==> config.mk <==
export PLATFORM = sky130hd
export DESIGN_NAME = sync_word_detector
export DESIGN_NICKNAME = d
export VERILOG_FILES = /design/src/rtl/sync_pkg.sv /design/src/rtl/sync_hamming.sv /design/src/rtl/sync_word_detector.sv
export SDC_FILE = /design/constraint.sdc
export NUM_CORES = 1
export LEC_CHECK = 0
export ABC_AREA = 1
export BUFFER_PORTS_ARGS = -buffer_cell sky130_fd_sc_hd__buf_2
export CAP_MARGIN = 20
export CORE_UTILIZATION = 35
export DETAILED_ROUTE_END_ITERATION = 6
export PLACE_DENSITY_LB_ADDON = 0.12
export SYNTH_ARGS = -nofsm -noshare
export SYNTH_HDL_FRONTEND = slang
export SYNTH_SLANG_ARGS = --single-unit
export TNS_END_PERCENT = 50
==> constraint.sdc <==
create_clock -name clk -period 6.5 [get_ports clk]
set_clock_uncertainty 0.05 [all_clocks]
set_input_delay 0.65 -clock clk [delete_from_list [all_inputs] [get_ports clk]]
set_output_delay 0.65 -clock clk [all_outputs]
set_load 0.02 [all_outputs]
==> src/rtl/sync_pkg.sv <==
// Shared constants and helpers for the sync word detector.
package sync_pkg;

  localparam int unsigned SYNC_LEN_DEF  = 8;
  localparam logic [31:0] SYNC_WORD_DEF = 32'h0000_00A5;
  localparam int unsigned HIT_CNT_W     = 16;
  localparam int unsigned ERR_W_DEF     = $clog2(SYNC_LEN_DEF + 1);

  function automatic int unsigned popcount(input logic [31:0] v);
    int unsigned n;
    n = 0;
    for (int i = 0; i < 32; i++) begin
      n += int'(v[i]);
    end
    return n;
  endfunction

endpackage

==> src/rtl/sync_hamming.sv <==
// Combinational Hamming distance of a SYNC_LEN-bit word against a fixed pattern.
module sync_hamming
  import sync_pkg::*;
#(
  parameter int unsigned         SYNC_LEN = SYNC_LEN_DEF,
  parameter logic [SYNC_LEN-1:0] PATTERN  = SYNC_WORD_DEF[SYNC_LEN-1:0],
  parameter int unsigned         ERR_W    = $clog2(SYNC_LEN + 1)
) (
  input  logic [SYNC_LEN-1:0] i_word,
  output logic [ERR_W-1:0]    o_dist
);

  logic [31:0] w_diff;

  assign w_diff = 32'(i_word ^ PATTERN);
  assign o_dist = ERR_W'(popcount(w_diff));

endmodule

==> src/rtl/sync_word_detector.sv <==
// Serial sync word detector with error tolerance and hit hold-off.
// Define SYNC_WORD_DETECTOR_INVERT_EN to also match the inverted pattern (adds sync_inv).
module sync_word_detector
  import sync_pkg::*;
#(
  parameter int unsigned         SYNC_LEN  = SYNC_LEN_DEF,
  parameter logic [SYNC_LEN-1:0] SYNC_WORD = SYNC_WORD_DEF[SYNC_LEN-1:0],
  parameter int unsigned         MAX_ERR   = 0,
  parameter int unsigned         HOLDOFF   = 0
) (
  input  logic                           clk,
  input  logic                           reset,
  input  logic                           bit_in,
  input  logic                           bit_valid,
  input  logic                           flush,
  output logic                           syncFlag,
  output logic [$clog2(SYNC_LEN+1)-1:0]  match_err,
  output logic [HIT_CNT_W-1:0]           hit_cnt
`ifdef SYNC_WORD_DETECTOR_INVERT_EN
  ,
  output logic                           sync_inv
`endif
);

  localparam int unsigned ERR_W = $clog2(SYNC_LEN + 1);
  localparam int unsigned HO_W  = (HOLDOFF > 0) ? $clog2(HOLDOFF + 1) : 1;

  // Only SYNC_LEN-1 bits of history are kept; the incoming bit completes the window.
  logic [SYNC_LEN-2:0] r_hist;
  logic [ERR_W-1:0]    r_fill;
  logic [HO_W-1:0]     r_holdoff;

  logic [SYNC_LEN-1:0] w_next_sr;
  logic [ERR_W-1:0]    w_dist_true;
  logic [ERR_W-1:0]    w_err;
  logic                w_fill_ok;
  logic                w_hit_true;
  logic                w_sel_inv;
  logic                w_hit;

  assign w_next_sr  = {r_hist, bit_in};
  assign w_fill_ok  = (r_fill >= ERR_W'(SYNC_LEN - 1));
  assign w_hit_true = (w_dist_true <= ERR_W'(MAX_ERR));

  sync_hamming #(
    .SYNC_LEN (SYNC_LEN),
    .PATTERN  (SYNC_WORD),
    .ERR_W    (ERR_W)
  ) u_ham_true (
    .i_word (w_next_sr),
    .o_dist (w_dist_true)
  );

`ifdef SYNC_WORD_DETECTOR_INVERT_EN
  logic [ERR_W-1:0] w_dist_inv;
  logic             w_hit_inv;

  sync_hamming #(
    .SYNC_LEN (SYNC_LEN),
    .PATTERN  (~SYNC_WORD),
    .ERR_W    (ERR_W)
  ) u_ham_inv (
    .i_word (w_next_sr),
    .o_dist (w_dist_inv)
  );

  assign w_hit_inv = (w_dist_inv <= ERR_W'(MAX_ERR));
  // True polarity wins when both qualify.
  assign w_sel_inv = !w_hit_true && w_hit_inv;
  assign w_err     = w_sel_inv ? w_dist_inv : w_dist_true;
`else
  assign w_sel_inv = 1'b0;
  assign w_err     = w_dist_true;
`endif

  assign w_hit = bit_valid && !flush && w_fill_ok && (r_holdoff == '0) &&
                 (w_hit_true || w_sel_inv);

  always_ff @(posedge clk or posedge reset) begin
    if (reset) begin
      r_hist    <= '0;
      r_fill    <= '0;
      r_holdoff <= '0;
      syncFlag  <= 1'b0;
      match_err <= '0;
      hit_cnt   <= '0;
`ifdef SYNC_WORD_DETECTOR_INVERT_EN
      sync_inv  <= 1'b0;
`endif
    end else begin
      syncFlag  <= w_hit;
      match_err <= w_hit ? w_err : '0;
`ifdef SYNC_WORD_DETECTOR_INVERT_EN
      sync_inv  <= w_hit && w_sel_inv;
`endif
      if (w_hit && (hit_cnt != '1)) begin
        hit_cnt <= hit_cnt + HIT_CNT_W'(1);
      end
      if (flush) begin
        r_hist    <= '0;
        r_fill    <= '0;
        r_holdoff <= '0;
      end else if (bit_valid) begin
        r_hist <= w_next_sr[SYNC_LEN-2:0];
        if (r_fill != ERR_W'(SYNC_LEN)) begin
          r_fill <= r_fill + ERR_W'(1);
        end
        if (w_hit) begin
          r_holdoff <= HO_W'(HOLDOFF);
        end else if (r_holdoff != '0) begin
          r_holdoff <= r_holdoff - HO_W'(1);
        end
      end
    end
  end

endmodule

==> flow_metrics.py <==
metrics = {
    "timing": {
        "timing.slew.headroom_pct": 59.7,
        "rsz0062_at_grt": "false",
        "final.period_utilization_pct": 56.4,
        "tns_ps": 0,
        "tightestPinTransition_ps": 604,
        "report.final.setup_viol": 0,
        "clock.fmax_mhz": 273,
        "finalMaxSlewViolations": 0,
        "final_hold_viol_count": 0,
        "postLayoutSetupSlackWorst_ps": 2840,
        "final.min_clock_period_ps": 3660,
    },
    "floorplanning": {
        "boundary_pins": 26,
        "die-area_um2": 5510,
        "die_width_um": 74.2,
        "initial_utilization_pct": 37.4,
        "core_area_um2": 4880,
        "fp-row-count": 25,
        "die_height_um": 74.2,
    },
    "drt": {
        "drt.antenna.violating_nets": 0,
        "routed_wl_um": 3670,
        "vias_per_cell": 4.51,
        "first_iter_violations": 104,
        "drc": 0,
        "first_pass_iters": 4,
        "route.vias.total": 1511,
        "route.detailed.wl_per_inst_um": 10.9,
    },
    "clock_network": {
        "cts_root_buffer": "clkbuf_8",
        "number_of_buffers_inserted_during_clock_tree_synthesis": 5,
        "cts_num_sinks": 32,
        "tritoncts": "built",
        "clk_latency_ps": 290,
        "ctsResizeCount": 0,
        "postCtsSetupRepairBufs": 0,
        "hold_buf_cts": 0,
        "clk_pin_slew_worst_paths_ps": 80,
        "cts.path.max_buffers": 2,
        "ctsHtreeMaxLevel": 2,
    },
    "layout": {
        "syn2layout_area_growth_pct": 18.1,
        "layout.cells.non_filler": 335,
        "layout_commonest_cell": "nand2_1",
        "share_of_cells_above_drive_strength_1_pct": 17.9,
        "nets": 282,
        "num_antenna_cells": 0,
        "layout.cells.most_common_list": "nand2_1 (86), dfrtp_1 (32), inv_1 (29)",
    },
    "setup_path": {
        "critical_path_required_ps": 6670,
        "critPathLaunchType": "input port",
        "timing.critical_path.fanout_max": 15,
        "startpoint_to_endpoint_class_of_the_critical_path": "input port to register",
        "worst_endpoint_data_arrival_time_ps": 3840,
        "crit_path_end_kind": "register",
    },
    "synthesis": {
        "synth_area_per_cell_um2": 7.80,
        "yosysWarnings": 0,
        "synth.cell_area_um2": 1830,
        "postSynth.topFlopCell": "dfrtp_1",
        "synth_async_reset_ratio_pct": 100,
        "synth_top_cells_by_area": "dfrtp_1 (44%), nand2_1 (18%), inv_1 (6.0%)",
        "syn-instance-count": 234,
        "synth_largest_type_area_fraction_pct": 43.9,
        "netlist-cell-type-count": 25,
        "postSynthRegisterBits": 32,
        "seq_area_frac_synth_pct": 43.9,
        "netlist.top_cell.by_area": "dfrtp_1",
        "synth_edf_count": 0,
    },
    "job": {
        "maxCapViolCount": 0,
    },
    "global_routing": {
        "grt_max_degree": 33,
        "grt_pass1_wl_um": 6330,
        "gr-total-overflow": 0,
        "first_global_vias": 1465,
        "global_route.usage.total_pct": 15.3,
        "antenna_found_initial": 0,
    },
    "place": {
        "pre_cts_slack_ps": 2490,
        "gp_congestion": 0.749,
        "io_buf_count": 25,
        "placedCellCount": 327,
        "dp_hpwl_um": 2680,
    },
    "power_and_ir_drop": {
        "p_total_mw": 0.453,
        "vdd_ir_drop_max_uv": 151,
        "pwr_density_cell_nw_per_um2": 210,
        "cellLeakagePower_nw": 1.09,
    },
    "worst_hold_path": {
        "min_path_type": "input port to async pin",
    },
    "status": {
        "outcome": "finished clean",
    },
}
==> area by class of cell <==
cell class	count	area (um^2)
tap	67	83.8
clock buffer	7	96.3
timing repair buffer	26	133
fill	528	2720
clock inverter	1	30.0
sequential	32	801
multi-input combinational	170	892
inverter	32	120
==> state kept, by name (all words and copies together) (netlist names) <==
signal and count:
syncFlag 1, r_hist 7, hit_cnt 16, r_fill 4, match_err 4
==> synth_stat cells, types with 2 or more instances <==
library cell and count:
nor2_1 20, nand2_2 4, fa_1 4, xor2_1 3, inv_2 3, dfrtp_1 32
nand3_1 9, xnor2_1 4, nor2_2 3, o21ai_0 9, nand4_1 4, nor2_4 2
o22ai_1 7, nand2_1 86, ha_1 6, inv_1 29
==> per-layer routing <==
metal / vias to the layer above / share of wire, % / global-route usage, %
li1: 780 / - / -
met1: 700 / 50 / 20.1
met2: 27 / 45 / 24.2
met3: 4 / 3.8 / 4.07
met4: 0 / 1.2 / 5.66
met5: - / 0 / 0
==> final timing paths <==
| kind | endpoint | slack [ps] | from | cells after the start |
|---|---|---|---|---|
| worst min-delay path | hit_cnt[12] | 390 | reset | 3 |
| worst min register to register | hit_cnt[15] | 490 | hit_cnt[15] | 2 |
| worst max-delay path | hit_cnt[1] | 2840 | bit_in | 16 |
| max in group asynchronous | hit_cnt[15] | 5700 | reset | 3 |
| min in group clk | hit_cnt[15] | 490 | hit_cnt[15] | 2 |
| worst max register to register | hit_cnt[1] | 2910 | r_hist[0] | 14 |
==> per-stage QoR <==
step	area [um^2]	hold slack, ps	utilization (%)
finish	2160	391	44.2
global route	2160	428	44.2
CTS	2160	407	44.2
detailed placement	2030	470	41.6
global placement	2030	473	41.6
floorplan	1840	450	-
==> report_power, final <==
part / leakage [nW] / total [mW] / internal (mW) / switching, mW
clock: 0.0645 / 0.213 / 0.135 / 0.0780
combinational: 0.596 / 0.0326 / 0.0114 / 0.0212
sequential: 0.435 / 0.208 / 0.204 / 0.00373
total: 1.09 / 0.453 / 0.351 / 0.103
==> cell families after synthesis <==
| kind of cell | after synthesis | share of synthesized area (%) |
|---|---|---|
| AO/OA/AOI/OAI | 17 | 5.14 |
| XOR/XNOR | 7 | 3.36 |
| adder cells (fa/ha/maj) | 10 | 8.50 |
| buffers and inverters | 35 | 7.88 |
| flip-flops | 32 | 43.9 |
| other | 1 | 0.205 |
| AND/OR/NAND/NOR | 132 | 31.0 |
==> worst max-delay path, stage by stage <==
cell	delay, ps
buf_2	70
inv_1	40
ha_1	270
inv_1	40
fa_1	470
inv_1	60
fa_1	500
fa_1	190
inv_1	50
fa_1	470
o21ai_0	70
nor2_1	140
nand3_1	100
nor2_2	480
nand2_1	120
nand2_1	90
(Power assumes the default switching activity.)
